**config.mk**
```make
export PLATFORM = sky130hd
export DESIGN_NAME = dmem_arbiter_flat
export DESIGN_NICKNAME = d
export VERILOG_FILES = /design/src/rtl/dmem_arbiter_if.sv /design/src/rtl/dmem_arbiter.sv /design/src/flat_wrapper.sv
export SDC_FILE = /design/constraint.sdc
export NUM_CORES = 1
export LEC_CHECK = 0
export CAP_MARGIN = 0
export CELL_PAD_IN_SITES_DETAIL_PLACEMENT = 0
export CELL_PAD_IN_SITES_GLOBAL_PLACEMENT = 1
export CORE_MARGIN = 8
export CORE_UTILIZATION = 31
export CTS_CLUSTER_DIAMETER = 30
export DETAILED_ROUTE_END_ITERATION = 8
export HOLD_SLACK_MARGIN = 0.15
export PLACE_DENSITY = 0.91
export SLEW_MARGIN = 20
export SYNTH_ARGS = -nofsm -noshare
export SYNTH_HDL_FRONTEND = slang
export SYNTH_SLANG_ARGS = --single-unit
```
**constraint.sdc**
```tcl
create_clock -name clk -period 3.15 [get_ports clk]
set_input_delay 0.945 -clock clk [delete_from_list [all_inputs] [get_ports clk]]
set_output_delay 0.945 -clock clk [all_outputs]
set_load 0.01 [all_outputs]
```
**src/rtl/dmem_arbiter_if.sv**
```systemverilog
`default_nettype none
// ============================================================================
//  Module      : dmem_arbiter_if
//  Description : Two-requester plus data-memory bus bundle for dmem_arbiter.
//  Revision    : 1.0 - initial release
// ============================================================================
interface dmem_arbiter_if #(
    parameter int AW = 8,
    parameter int DW = 8
);
    logic          req0;
    logic          we0;
    logic          lock0;
    logic [AW-1:0] addr0;
    logic [DW-1:0] wdata0;
    logic          gnt0;
    logic          rvalid0;
    logic [DW-1:0] rdata0;

    logic          req1;
    logic          we1;
    logic          lock1;
    logic [AW-1:0] addr1;
    logic [DW-1:0] wdata1;
    logic          gnt1;
    logic          rvalid1;
    logic [DW-1:0] rdata1;

    logic [AW-1:0] mem_address;
    logic [DW-1:0] mem_writeData;
    logic          mem_writeEnable;
    logic [DW-1:0] mem_readData;

    // Arbiter view: requests in, grants/read data out, drives the memory.
    modport slave (
        input  req0, we0, lock0, addr0, wdata0,
        output gnt0, rvalid0, rdata0,
        input  req1, we1, lock1, addr1, wdata1,
        output gnt1, rvalid1, rdata1,
        output mem_address, mem_writeData, mem_writeEnable,
        input  mem_readData
    );

    modport master (
        output req0, we0, lock0, addr0, wdata0,
        input  gnt0, rvalid0, rdata0,
        output req1, we1, lock1, addr1, wdata1,
        input  gnt1, rvalid1, rdata1,
        input  mem_address, mem_writeData, mem_writeEnable,
        output mem_readData
    );
endinterface
`default_nettype wire

```
**src/rtl/dmem_arbiter.sv**
```systemverilog
`default_nettype none
// ============================================================================
//  Module      : dmem_arbiter
//  Description : Round-robin two-port arbiter with lock for a shared data memory.
//  Revision    : 1.0 - initial release
// ============================================================================
module dmem_arbiter #(
    parameter int AW = 8,
    parameter int DW = 8
) (
    input wire logic      clk,
    input wire logic      rst_n,
    dmem_arbiter_if.slave bus
);

    typedef enum logic [1:0] {
        LOCK_NONE = 2'd0,
        LOCK_P0   = 2'd1,
        LOCK_P1   = 2'd2
    } lock_t;

    lock_t         r_lock;
    lock_t         w_lock_nxt;
    logic          r_ptr;
    logic          w_ptr_nxt;
    logic          w_win0;
    logic          w_win1;

    logic          r_cmd_valid;
    logic          r_cmd_we;
    logic          r_cmd_port;
    logic [AW-1:0] r_cmd_addr;
    logic [DW-1:0] r_cmd_wdata;

    logic          r_rvalid0;
    logic          r_rvalid1;
    logic [DW-1:0] r_rdata0;
    logic [DW-1:0] r_rdata1;

    logic          w_rd_ret0;
    logic          w_rd_ret1;

    always_ff @(posedge clk) begin
        if (!rst_n) begin
            r_lock <= LOCK_NONE;
            r_ptr  <= 1'b0;
        end else begin
            r_lock <= w_lock_nxt;
            r_ptr  <= w_ptr_nxt;
        end
    end

    // Winner selection plus lock-owner / priority-pointer next state.
    always_comb begin
        w_win0     = 1'b0;
        w_win1     = 1'b0;
        w_lock_nxt = r_lock;
        w_ptr_nxt  = r_ptr;

        case (r_lock)
            LOCK_P0: w_win0 = bus.req0;
            LOCK_P1: w_win1 = bus.req1;
            default: begin
                if (bus.req0 && bus.req1) begin
                    w_win0 = ~r_ptr;
                    w_win1 = r_ptr;
                end else begin
                    w_win0 = bus.req0;
                    w_win1 = bus.req1;
                end
            end
        endcase

        if (!rst_n) begin
            w_win0 = 1'b0;
            w_win1 = 1'b0;
        end

        case (r_lock)
            LOCK_NONE: begin
                // The loser of this cycle gets priority next time.
                if (w_win0 || w_win1)
                    w_ptr_nxt = w_win0;
                if (w_win0 && bus.lock0)
                    w_lock_nxt = LOCK_P0;
                else if (w_win1 && bus.lock1)
                    w_lock_nxt = LOCK_P1;
            end
            LOCK_P0: begin
                if (!bus.lock0 && (w_win0 || !bus.req0))
                    w_lock_nxt = LOCK_NONE;
            end
            LOCK_P1: begin
                if (!bus.lock1 && (w_win1 || !bus.req1))
                    w_lock_nxt = LOCK_NONE;
            end
            default: w_lock_nxt = LOCK_NONE;
        endcase
    end

    assign w_rd_ret0 = r_cmd_valid && !r_cmd_we && !r_cmd_port;
    assign w_rd_ret1 = r_cmd_valid && !r_cmd_we &&  r_cmd_port;

    always_ff @(posedge clk) begin
        if (!rst_n) begin
            r_cmd_valid <= 1'b0;
            r_cmd_we    <= 1'b0;
            r_cmd_port  <= 1'b0;
            r_cmd_addr  <= '0;
            r_cmd_wdata <= '0;
            r_rvalid0   <= 1'b0;
            r_rvalid1   <= 1'b0;
            r_rdata0    <= '0;
            r_rdata1    <= '0;
        end else begin
            r_cmd_valid <= w_win0 | w_win1;
            // Address/data only reload on a grant so the memory bus holds when idle.
            if (w_win0 || w_win1) begin
                r_cmd_port  <= w_win1;
                r_cmd_we    <= w_win1 ? bus.we1    : bus.we0;
                r_cmd_addr  <= w_win1 ? bus.addr1  : bus.addr0;
                r_cmd_wdata <= w_win1 ? bus.wdata1 : bus.wdata0;
            end
            r_rvalid0 <= w_rd_ret0;
            r_rvalid1 <= w_rd_ret1;
            if (w_rd_ret0)
                r_rdata0 <= bus.mem_readData;
            if (w_rd_ret1)
                r_rdata1 <= bus.mem_readData;
        end
    end

    assign bus.gnt0    = w_win0;
    assign bus.gnt1    = w_win1;
    assign bus.rvalid0 = r_rvalid0;
    assign bus.rvalid1 = r_rvalid1;
    assign bus.rdata0  = r_rdata0;
    assign bus.rdata1  = r_rdata1;

    // Gating with rst_n drops a write still in flight when reset arrives.
    assign bus.mem_address     = r_cmd_addr;
    assign bus.mem_writeData   = r_cmd_wdata;
    assign bus.mem_writeEnable = r_cmd_valid & r_cmd_we & rst_n;

endmodule
`default_nettype wire

```
**src/flat_wrapper.sv**
```systemverilog
// flat-port wrapper written by rule: the top's interface ports become plain ports
module dmem_arbiter_flat 
#(
    parameter int AW = 8,
    parameter int DW = 8
)
  (clk, rst_n, bus_req0, bus_we0, bus_lock0, bus_addr0, bus_wdata0, bus_gnt0, bus_rvalid0, bus_rdata0, bus_req1, bus_we1, bus_lock1, bus_addr1, bus_wdata1, bus_gnt1, bus_rvalid1, bus_rdata1, bus_mem_address, bus_mem_writeData, bus_mem_writeEnable, bus_mem_readData);
  dmem_arbiter_if #(.AW(AW), .DW(DW)) bus_i ();
  input wire logic clk;
  input wire logic rst_n;
  input wire logic [$bits(bus_i.req0)-1:0] bus_req0;
  input wire logic [$bits(bus_i.we0)-1:0] bus_we0;
  input wire logic [$bits(bus_i.lock0)-1:0] bus_lock0;
  input wire logic [$bits(bus_i.addr0)-1:0] bus_addr0;
  input wire logic [$bits(bus_i.wdata0)-1:0] bus_wdata0;
  output wire logic [$bits(bus_i.gnt0)-1:0] bus_gnt0;
  output wire logic [$bits(bus_i.rvalid0)-1:0] bus_rvalid0;
  output wire logic [$bits(bus_i.rdata0)-1:0] bus_rdata0;
  input wire logic [$bits(bus_i.req1)-1:0] bus_req1;
  input wire logic [$bits(bus_i.we1)-1:0] bus_we1;
  input wire logic [$bits(bus_i.lock1)-1:0] bus_lock1;
  input wire logic [$bits(bus_i.addr1)-1:0] bus_addr1;
  input wire logic [$bits(bus_i.wdata1)-1:0] bus_wdata1;
  output wire logic [$bits(bus_i.gnt1)-1:0] bus_gnt1;
  output wire logic [$bits(bus_i.rvalid1)-1:0] bus_rvalid1;
  output wire logic [$bits(bus_i.rdata1)-1:0] bus_rdata1;
  output wire logic [$bits(bus_i.mem_address)-1:0] bus_mem_address;
  output wire logic [$bits(bus_i.mem_writeData)-1:0] bus_mem_writeData;
  output wire logic [$bits(bus_i.mem_writeEnable)-1:0] bus_mem_writeEnable;
  input wire logic [$bits(bus_i.mem_readData)-1:0] bus_mem_readData;
  assign bus_i.req0 = bus_req0;
  assign bus_i.we0 = bus_we0;
  assign bus_i.lock0 = bus_lock0;
  assign bus_i.addr0 = bus_addr0;
  assign bus_i.wdata0 = bus_wdata0;
  assign bus_gnt0 = bus_i.gnt0;
  assign bus_rvalid0 = bus_i.rvalid0;
  assign bus_rdata0 = bus_i.rdata0;
  assign bus_i.req1 = bus_req1;
  assign bus_i.we1 = bus_we1;
  assign bus_i.lock1 = bus_lock1;
  assign bus_i.addr1 = bus_addr1;
  assign bus_i.wdata1 = bus_wdata1;
  assign bus_gnt1 = bus_i.gnt1;
  assign bus_rvalid1 = bus_i.rvalid1;
  assign bus_rdata1 = bus_i.rdata1;
  assign bus_mem_address = bus_i.mem_address;
  assign bus_mem_writeData = bus_i.mem_writeData;
  assign bus_mem_writeEnable = bus_i.mem_writeEnable;
  assign bus_i.mem_readData = bus_mem_readData;
  dmem_arbiter #(.AW(AW), .DW(DW)) u_core (.clk(clk), .rst_n(rst_n), .bus(bus_i));
endmodule
```
==> impl_metrics.tcl, run 1 <==
set metrics [dict create \
    status "complete, no violations" \
    die_x_um 91.3 \
    path_max_fanout 2 \
    clock_tree.buffer_depth 2 \
    async_flop_share_pct 0 \
    vdd_drop_max_mv 0.200 \
    cts_setup_buffers 0 \
    path_class "input port to output port" \
    top_layer "met4" \
    p_per_area_mw_per_mm2 472 \
    r2r-start "u_core.r_lock[0]" \
    synth_most_common_cell "dfxtp_1" \
    min_path_cells 2 \
    r2r_cells 7 \
    avgSynthCellArea_um2 9.81 \
    core_area_mm2 0.00551 \
    synth_commonest_cells "dfxtp_1 (40), nor2_1 (34), mux2i_1 (32)" \
    dieArea_mm2 0.00833 \
    p_switching_uw 331 \
    power_leakage_uw 0.00110 \
    worstHoldStart "u_core.r_lock[1]" \
    yosysTopAreaCellShare_pct 45.6 \
    finClkSkew_ns 0.00921 \
    tns_ns 0 \
    swShare_pct 25.5 \
    synthTopCellsByArea "dfxtp_1 (46%), mux2i_1 (18%), nor2_1 (7.3%), a211oi_1 (6.8%), buf_4 (2.1%)" \
    overflow 0 \
    first_global_vias 1735 \
    h-tree-depth 2 \
    seq_area_um2 801 \
    syn_nets 230 \
    nNetsFinal 313 \
    avgViaCountPerCell 4.73 \
    place_hpwl_mm 3.67 \
    tightest_slew_ns 0.875 \
    first_iter_violations 44 \
    fill_cells 529 \
    num_vias 1584 \
    r2r_slack_ns 1.10 \
    timing.hold.ws_ns 0.474 \
    area_growth_pct 56.5 \
    port_buffers 84 \
    fin_crit_sh_pct 97.1 \
    rsz0062_at_grt "no" \
    place_congestion 0.768 \
    drt-met1-wl_mm 2.18 \
    hp-class "flip-flop to flip-flop" \
    setup_viol 0 \
    path_clk_slew_ns 0.08 \
    grt_first_pass_wirelength_mm 8.31 \
    finalHoldViolCount 0 \
    clock-sinks 40 \
    end_kind "output port" \
    drv_cap 0 \
    route.met3.wl_um 356 \
    netlist_area_mm2 0.00176 \
    grt_max_degree 39 \
    diodes 0 \
    synth_cells 179 \
    synth_top_cell_by_area "dfxtp_1" \
    worstReg2RegEnd "u_core.bus.mem_writeData[6]" \
    worstSkewPairLatency_ns 0.29 \
    ys_ff_latch 40 \
    wire_per_inst_um 14.8 \
    cts_tree "done" \
    ioPinCount 85 \
    synth_edf_count 0 \
    wl_mm 4.96 \
    seq_area_frac_synth_pct 45.6 \
    clock.fmax_mhz 327 \
    numCtsBuffers 5 \
    synth.distinct_cells 34 \
    drive_above_1_share_pct 6.46 \
    drc_errors 0 \
    die_y_um 91.3 \
    initial_utilization_pct 31.9 \
    period_needed_ns 3.06 \
    cts-root-buf "clkbuf_8" \
    worstPathArrival_ns 2.11 \
    p_comb_share_pct 24.2 \
    antenna_left 0 \
    clock_power_share_pct 31.5 \
    grt_usage_pct 11.9 \
    slew_viol_final 0 \
    multi_input_area_um2 856 \
    wl_met2_mm 2.35 \
    required_ns 2.20 \
    core.rowCount 27 \
    hold_path_end "u_core.r_lock[1]" \
    antenna_found_initial 0 \
    share_seq_of_total_power_pct 44.3 \
    cp-start-kind "input port" \
    dr.pass1.iters 4 \
    p_int_uw 967 \
    synthFlopType "dfxtp_1" \
    slew_headroom_pct 41.4 \
    yosysWarnings 0 \
]
[per-stage QoR]
step                setup WS [ns]  util [%]  std cells  power, uW  instance area [um^2]
detailed placement         -0.269      48.1        327        907                  2650
floorplan                   0.538         -        179        742                  1760
CTS                        0.0807      49.9        335       1320                  2750
global placement           -0.280      48.1        327        904                  2650
finish                     0.0927      49.9        335       1300                  2750
global route               0.0306      49.9        335       1370                  2750
[metal layers]
layer  track usage [%]  vias up
li1                  -      797
met1              13.8      732
met2              19.7       48
met3              4.69        7
met4              3.41        0
met5                 0        -
[flip-flops by register name (all words and copies together) (netlist names), 2 cells and up]
register / count
u_core.bus.mem_address: 8
u_core.r_lock: 2
u_core.bus.rdata0: 8
u_core.bus.mem_writeData: 8
u_core.bus.rdata1: 8
[power groups by stage]
| stage | Clock (uW) | Sequential, uW | Combinational (uW) |
|---|---|---|---|
| 5_1_grt | 450 | 582 | 342 |
| 2_1_floorplan | 0 | 600 | 142 |
| 6_report | 409 | 576 | 314 |
| 3_5_place_dp | 0 | 586 | 320 |
| 4_1_cts | 426 | 576 | 319 |
| 3_3_place_gp | 0 | 585 | 319 |
[repair_timing]
item,CTS,global route
endpoints found under the setup margin,3,0
gates resized for setup,7,0
hold buffers,0,0
[worst max path at each step]
stage,endpoint,cells after the start,from
2_1_floorplan,bus_gnt1,4,bus_req0
3_3_place_gp,bus_gnt1,5,bus_req0
3_5_place_dp,bus_gnt1,5,bus_req0
4_1_cts,bus_gnt1,5,bus_req0
5_1_grt,bus_gnt1,5,bus_req0
6_report,bus_gnt1,5,bus_req0
[cell usage in the layout (no fill, tap or decap), types with 2 or more instances in the layout]
cell type,n
a211oi_1,16
a21oi_1,2
a31oi_1,2
a32oi_1,2
buf_4,5
clkbuf_8,5
clkdlybuf4s50_1,80
dfxtp_1,40
dlygate4sd2_1,3
ha_1,3
inv_1,5
mux2i_1,32
nand2_1,6
nand3b_1,3
nor2_1,34
o21ai_0,3
[critical path: stages]
cell,delay (ns)
clkdlybuf4s50_1,0.48
or3b_1,0.36
o2111ai_2,0.10
inv_1,0.08
buf_2,0.15
[cell families (layout without fill, tap and decap cells)]
logic type,Yosys count,after routing,share of synthesized area [%]
AND/OR/NAND/NOR,53,53,14.1
flip-flops,40,40,45.6
AO/OA/AOI/OAI,32,32,13.6
multiplexers,32,32,18.2
buffers and inverters,19,103,6.34
adder cells (fa/ha/maj),3,3,2.14
[layout make-up]
type / count / share of cell area [%]
clock inverters: 2 / 1.27
inverters: 6 / 0.910
multi-input cells: 120 / 31.1
flip-flops and latches: 40 / 29.1
clock buffers: 6 / 2.64
repair buffers: 89 / 31.6
well taps: 72 / 3.28
(Power assumes the default switching activity.)
==> run 2, diff against run 1 <==
Clock period 3.15 ns to 3.55 ns, I/O delays scaled along.
==> impl_metrics.tcl, run 2 (same netlist as run 1, synthesis figures left out) <==
set metrics [dict create \
    clock.fmax_mhz 290 \
    cp_slowest_cell "clkdlybuf4s50_1" \
    initial_utilization_pct 31.9 \
    grt_first_pass_wirelength_mm 8.13 \
    hp-class "flip-flop to flip-flop" \
    antenna_found_initial 0 \
    clock-sinks 40 \
    tightest_slew_ns 0.915 \
    finalHoldViolCount 0 \
    layout_setup_ws_ns 0.104 \
    first_iter_violations 59 \
    avgViaCountPerCell 4.73 \
    finClkSkew_ns 0.00983 \
    r2r_cells 7 \
    min_path_cells 2 \
    finish.utilization_pct 50.2 \
    layout_common_cells "clkdlybuf4s50_1 (82), dfxtp_1 (40), nor2_1 (34)" \
    diodes 0 \
    wl_mm 4.87 \
    die_x_um 91.3 \
    cts-root-buf "clkbuf_8" \
    crit_chain "clkdlybuf4s50_1 > and3_1 > clkdlybuf4s50_1" \
    dieArea_mm2 0.00833 \
    drv_cap 0 \
    drc_errors 0 \
    cp-start-kind "input port" \
    fill_cells 522 \
    grt_usage_pct 11.7 \
    cts_setup_buffers 0 \
    nNetsFinal 313 \
    clock_tree.buffer_depth 2 \
    path_class "input port to output port" \
    status "complete, no violations" \
    postPlaceCellArea_mm2 0.00265 \
    cts_tree "done" \
    power_leakage_uw 0.00111 \
    setup_viol 0 \
    hold_path_end "u_core.r_lock[1]" \
    core_area_mm2 0.00551 \
    path_max_fanout 5 \
    slew_viol_final 0 \
    final_area_mm2 0.00276 \
    p_per_area_mw_per_mm2 419 \
    ioPinCount 85 \
    place_hpwl_mm 3.60 \
    r2r-start "u_core.r_lock[0]" \
    final_common_cell "clkdlybuf4s50_1" \
    cp_common_cell "clkdlybuf4s50_1" \
    numCtsBuffers 5 \
    path_clk_slew_ns 0.08 \
    wire_per_inst_um 14.5 \
    pre_cts_slack_ns -0.109 \
    drive_above_1_share_pct 6.46 \
    timing.hold.ws_ns 0.484 \
    area_growth_pct 57.3 \
    first_global_vias 1692 \
    dr.pass1.iters 4 \
    grt_max_degree 39 \
    r2r_slack_ns 1.52 \
    worstSkewPairLatency_ns 0.29 \
    slew_headroom_pct 38.7 \
    worstPathArrival_ns 2.38 \
    port_buffers 84 \
    h-tree-depth 2 \
    core.rowCount 27 \
    antenna_left 0 \
    num_vias 1584 \
    place_congestion 0.751 \
    period_needed_ns 3.45 \
    end_kind "output port" \
    required_ns 2.48 \
    overflow 0 \
    rsz0062_at_grt "no" \
    worstHoldStart "u_core.r_lock[1]" \
    vdd_drop_max_mv 0.164 \
    fin_crit_sh_pct 97.1 \
    die_y_um 91.3 \
    slowest_delay_ns 0.57 \
    worstReg2RegEnd "u_core.bus.mem_writeData[1]" \
]
[run 2: cell types whose count changed in the layout (fill, tap and decap cells not counted), sizes merged]
cell           before  now
buf                 6    5
clkbuf              6    5
dlygate4sd2         3    1
clkdlybuf4s50      80   82
clkinvlp            0    1
dlymetal6s2s        0    1
[run 2: how the worst max path moves through the flow]
stage | cells after the start | startpoint | to
after floorplan | 4 | bus_req0 | bus_gnt1
after global placement | 5 | bus_req0 | bus_gnt1
after detailed placement | 5 | bus_req0 | bus_gnt1
after CTS | 4 | bus_req1 | bus_gnt0
after global routing | 5 | bus_req0 | bus_gnt1
final | 3 | rst_n | bus_mem_writeEnable
[run 2: cell type report]
| class | instances | area (um^2) | area share (%) |
|---|---|---|---|
| tap | 72 | 90.1 | 3.26 |
| clock inverter | 3 | 42.5 | 1.54 |
| inverter | 6 | 25.0 | 0.906 |
| sequential | 40 | 801 | 29.0 |
| clock buffer | 5 | 68.8 | 2.49 |
| timing repair buffer | 89 | 880 | 31.8 |
| multi-input combinational | 120 | 856 | 31.0 |
[run 2: critical path: cells and delay by family]
family	cells	cell delay, ns
buffers and inverters	2	1.11
AND/OR/NAND/NOR	1	0.21
[run 2: what timing repair did]
action,in CTS,in global routing
resized for setup,1,1
hold buffers,0,0
setup endpoints to repair,1,1
cloned,0,0
[run 2: power by group]
part	total, uW	internal, uW	switching (uW)
Clock	369	208	161
Combinational	280	163	117
Sequential	510	488	21.6
[run 2: metrics by stage]
step / std cells / power, uW / TNS, ns
4_1_cts: 335 / 1180 / 0
2_1_floorplan: 179 / 658 / 0
3_3_place_gp: 327 / 801 / -0.120
5_1_grt: 335 / 1220 / 0
3_5_place_dp: 327 / 805 / -0.109
6_report: 335 / 1160 / 0
[run 2: layer usage]
layer | vias to the layer above | global-route usage, % | share of wire [%]
met5 | - | 0 | 0
li1 | 796 | - | -
met1 | 731 | 13.2 | 44
met2 | 50 | 19.7 | 48
met4 | 0 | 4.23 | 1.2
met3 | 7 | 4.12 | 6.5
==> RTL edit 1 (flow settings as in run 2) <==
`DW` is set to 8 in 3 places; all go to 7.
--- a/src/rtl/dmem_arbiter_if.sv
+++ b/src/rtl/dmem_arbiter_if.sv
@@ -7,5 +7,5 @@
 interface dmem_arbiter_if #(
     parameter int AW = 8,
-    parameter int DW = 8
+    parameter int DW = 7
 );
     logic          req0;
--- a/src/rtl/dmem_arbiter.sv
+++ b/src/rtl/dmem_arbiter.sv
@@ -7,5 +7,5 @@
 module dmem_arbiter #(
     parameter int AW = 8,
-    parameter int DW = 8
+    parameter int DW = 7
 ) (
     input wire logic      clk,
--- a/src/flat_wrapper.sv
+++ b/src/flat_wrapper.sv
@@ -3,5 +3,5 @@
 #(
     parameter int AW = 8,
-    parameter int DW = 8
+    parameter int DW = 7
 )
   (clk, rst_n, bus_req0, bus_we0, bus_lock0, bus_addr0, bus_wdata0, bus_gnt0, bus_rvalid0, bus_rdata0, bus_req1, bus_we1, bus_lock1, bus_addr1, bus_wdata1, bus_gnt1, bus_rvalid1, bus_rdata1, bus_mem_address, bus_mem_writeData, bus_mem_writeEnable, bus_mem_readData);
Interface: changed (6 resized); port bits go from 85 to 79. No check against the original RTL was run, so the function may have changed too.
==> RTL edit 1 against run 2 <==
- critical endpoint is now bus_gnt0
- first-iteration DRC count is 10% lower
- worst hold slack worse by 0.0023 ns
- wire length is 6.1% lower
- synthesized area is 2.6% lower
- fmax is 4.4% higher
- largest power group unchanged
- design area is 3.1% lower
- total power is 2.3% lower
- synthesized cell count is 7.8% lower
- setup slack better by 0.15 ns
- sequential cell count is 3 lower
==> RTL edit 1: results (changes against run 2) <==
[placement]
placed_cell_area_mm2 = 0.00256  ; -3.5%
place_ws_ns = -0.220  ; -0.112 ns
dp_cells = 309  ; -5.5%
hpwlAfterDp_um = 3340  ; -7.0%
portBuffers = 78  ; -7.1%

[cells_and_area]
fin_nets = 292  ; -6.7%
instances_no_fill = 317  ; -5.4%
nFillCells = 528  ; +1.1%
drive_gt1_share_pct = 12.2  ; +5.8 points

[routing]
num_vias = 1472  ; -7.1%
wl_met3_um = 263  ; -17%
met2WireLength_um = 2180  ; -7.6%
drtIter0Drc = 53  ; -10%
wl_met1_um = 2030  ; -5.1%
wl_per_cell_um = 14.4  ; -0.73%
dr.pass1.iters = 3  ; -1

[timing]
finalWorstPathRequiredPeriod_ns = 3.30  ; -0.145 ns
worstMarginPinSlew_ns = 0.788  ; -0.127 ns
skew_ns = 0.00868  ; -0.00115 ns

[global_route]
grt_pass1_vias = 1566  ; -7.4%
met2_usage_pct = 19.3  ; -0.45 points
grtUsageMet3_pct = 4.07  ; -0.042 points
grt_pass1_wl_um = 7730  ; -4.8%

[pwr]
vdd_drop_max_uv = 220  ; +34%
intPower_mw = 0.842  ; -2.0%
p_leak_nw = 1.05  ; -4.8%

[worst_setup_path]
critPathLaunch = bus_req1
r2r_end = u_core.r_lock[0]
critPathMaxStageDelay_ns = 0.54  ; -0.03 ns
crit_end = bus_gnt0
rrSetupSlack_ns = 1.41  ; -0.11 ns

[synth]
syn_nets = 213  ; -7.4%
synthAdderAreaFrac_pct = 2.19  ; +0.058 points
ys_top_cells_by_area = dfxtp_1 (43%), mux2i_1 (18%), a211oi_2 (9.5%)
ys_seq_area_share_pct = 43.3  ; -2.3 points
synth-compound-area-share_pct = 17.8  ; +4.2 points
synth_common_cells = dfxtp_1 (37), nor2_1 (31), mux2i_1 (30)
synthCells = 165  ; -7.8%
muxShareOfSynthArea_pct = 17.6  ; -0.68 points

[status]
status = complete, no violations

## RTL edit 1: power groups by stage
| stage | combinational [mW] | sequential (mW) | clock [mW] |
|---|---|---|---|
| CTS | 0.286 | 0.472 | 0.395 |
| global placement | 0.284 | 0.479 | 0 |
| finish | 0.281 | 0.471 | 0.379 |
| floorplan | 0.132 | 0.493 | 0 |
| global route | 0.305 | 0.476 | 0.412 |
| detailed placement | 0.284 | 0.481 | 0 |
## RTL edit 1: final cells by class
class	instances	area, um^2	share of cell area, %
clock inverters	2	37.5	1.40
repair buffers	83	817	30.5
flip-flops and latches	37	741	27.7
clock buffers	6	82.6	3.08
inverters	6	27.5	1.03
multi-input cells	111	882	32.9
well taps	72	90.1	3.36
## RTL edit 1: repair_timing
| item | CTS | global route |
|---|---|---|
| endpoints found under the setup margin | 2 | 1 |
| hold buffers | 0 | 0 |
| gates resized for setup | 4 | 1 |
| hold endpoints to repair | 0 | 0 |
==> RTL edit 2 (settings of run 2) <==
Made on the original files. Encoding of `lock_t`: now one-hot (3 bits for 3 values).
--- a/src/rtl/dmem_arbiter.sv
+++ b/src/rtl/dmem_arbiter.sv
@@ -14,8 +14,8 @@
 );
 
-    typedef enum logic [1:0] {
-        LOCK_NONE = 2'd0,
-        LOCK_P0   = 2'd1,
-        LOCK_P1   = 2'd2
+    typedef enum logic [2:0] {
+        LOCK_NONE = 3'b001,
+        LOCK_P0   = 3'b010,
+        LOCK_P1   = 3'b100
     } lock_t;
 
Formal check against the unedited RTL: same outputs for any inputs over 10 cycles, from zero or initial values and one cycle with rst_n low; not proved beyond that.
==> RTL edit 2 against run 2 <==
- total power up 6.4%
- synthesized area up 6.9%
- design area up 6.4%
- sequential cell count up 1
- first-iteration DRC count down 5.1%
- worst hold slack better by 0.0011 ns
- setup slack worse by 0.0085 ns
- wire length up 13%
- critical path type unchanged
- critical endpoint is now bus_gnt1
- largest cell class is now multi-input gates
==> RTL edit 2: results (changes against run 2) <==
[global_route]
grt_pass1_wl_um = 9020  ; +11%
grt_use_total_pct = 12.7  ; +1.0 points
grt_max_degree = 23  ; -41%
antenna_found_initial = 0  ; unchanged

[clocking]
cts_buffers = 5  ; unchanged
clock_latency_ns = 0.29  ; about the same
h-tree-depth = 2  ; unchanged
cts_root_buf = clkbuf_8
clk_pin_slew_worst_paths_ns = 0.08  ; about the same
cts.repair.resized = 3  ; +2
postCtsSetupRepairBufs = 0  ; unchanged
clk_path_buf_depth = 2  ; unchanged

[routing]
num_vias = 1754  ; +11%
dr.pass1.iters = 4  ; unchanged
drtIter0Drc = 56  ; -5.1%
finalWirelength_um = 5520  ; +13%

[worst_setup_path]
rrSetupSlack_ns = 1.72  ; +0.20 ns
worstReg2RegStart = u_core.r_lock[0]
worstPathMaxFanout = 5  ; unchanged
rr_worst_depth = 4  ; -3
cp.arrival_ns = 2.39
r2r_end = u_core.bus.mem_writeData[1]

[worst_hold_path]
min-delay-start = u_core.r_cmd_port
holdPathStages = 2  ; unchanged
hold_end = u_core.r_cmd_port
hp-class = reg2reg

[placement]
placed_cell_area_mm2 = 0.00283  ; +6.7%
portBuffers = 84  ; unchanged
place_ws_ns = -0.177  ; -0.0679 ns
gp_congestion = 0.733  ; -2.4%
hpwlAfterDp_um = 4070  ; +13%

[timing]
skew_ns = 0.00430  ; -0.00553 ns
maxSlewViolCount = 0  ; unchanged
slew_headroom_pct = 41.5  ; +2.8 points

[synth]
syn_nets = 246  ; +7.0%
ys_top_cells_by_area = dfxtp_1 (44%), a311oi_2 (14%), mux2i_1 (8.5%)
ys_seq_area_share_pct = 43.7  ; -1.9 points
ys_warn_count = 0  ; unchanged
synthArstFlopShare_pct = 0  ; unchanged
synth_common_cells = dfxtp_1 (41), nand2_1 (38), nor2_1 (20)
yosysUniqueCellTypes = 33  ; -2.9%

[cells_and_area]
drive_gt1_share_pct = 13.7  ; +7.2 points
antenna_cells = 0  ; unchanged
fin_nets = 332  ; +6.1%
nFillCells = 584  ; +12%

[status]
status = complete, no violations

[pwr]
vdd_drop_max_uv = 263  ; +60%
p_leak_nw = 1.10  ; -0.85%

[flow_run]
maxCapViolCount = 0  ; unchanged

==> RTL edit 2: changes by cell type in the layout (fill, tap and decap cells not counted), moves of 3 or more <==
cell / before / now
nand2_1: 6 / 38
nor2_1: 34 / 20
o21ai_0: 3 / 0
ha_1: 3 / 0
buf_4: 5 / 11
a311oi_2: 0 / 17
mux2i_1: 32 / 16
==> RTL edit 2: cell type report <==
cell class	count	share of cell area, %
inverter	4	0.511
clock buffer	5	2.34
tap	75	3.19
clock inverter	3	1.58
multi-input combinational	137	33.2
timing repair buffer	95	31.3
sequential	41	27.9
==> RTL edit 2: where the power goes <==
part           switching [mW]  internal [mW]  leakage (nW)
combinational           0.154          0.174         0.705
clock                   0.168          0.210        0.0543
sequential             0.0260          0.499         0.338
total                   0.348          0.884          1.10
==> RTL edit 2: cells by family (layout without fill, tap and decap cells) <==
group,after synthesis,after routing,synth area share (%)
flops,41,41,43.7
mux,16,16,8.53
simple gates,73,73,17.0
buf+inv,20,107,5.06
compound gates,48,48,25.7
==> RTL edit 2: worst max-delay path: stages <==
cell	delay [ns]
clkdlybuf4s50_1	0.47
a31o_1	0.25
a21o_1	0.19
nor2_1	0.10
dlygate4sd2_1	0.30
==> RTL edit 2: worst max-delay path by stage <==
| stage | startpoint | cells after the start | endpoint | slack (ns) |
|---|---|---|---|---|
| after floorplan | bus_req0 | 5 | bus_gnt1 | 0.58 |
| after global placement | bus_req0 | 5 | bus_gnt1 | -0.16 |
| after detailed placement | bus_req0 | 5 | bus_gnt1 | -0.18 |
| after CTS | bus_req0 | 5 | bus_gnt1 | 0.09 |
| after global routing | bus_req0 | 6 | bus_gnt1 | 0.04 |
| final | bus_req0 | 5 | bus_gnt1 | 0.1 |
==> RTL edit 2: routing by layer <==
layer	vias up	global-route usage, %	routed length (um)
met5	-	0	0
met4	0	3.57	51
met3	5	5.36	478
met2	55	20.9	2490
met1	804	14.5	2500
li1	890	-	-
==> RTL edit 2: through the flow <==
step | power (mW) | TNS (ns) | instances | hold slack, ns | utilization, %
after detailed placement | 0.868 | -0.265 | 352 | 0.476 | 48.0
after global placement | 0.866 | -0.228 | 352 | 0.471 | 48.0
final | 1.23 | 0 | 360 | 0.485 | 49.9
after global routing | 1.30 | 0 | 360 | 0.505 | 49.9
after CTS | 1.25 | 0 | 360 | 0.489 | 49.9
after floorplan | 0.702 | 0 | 198 | 0.450 | -
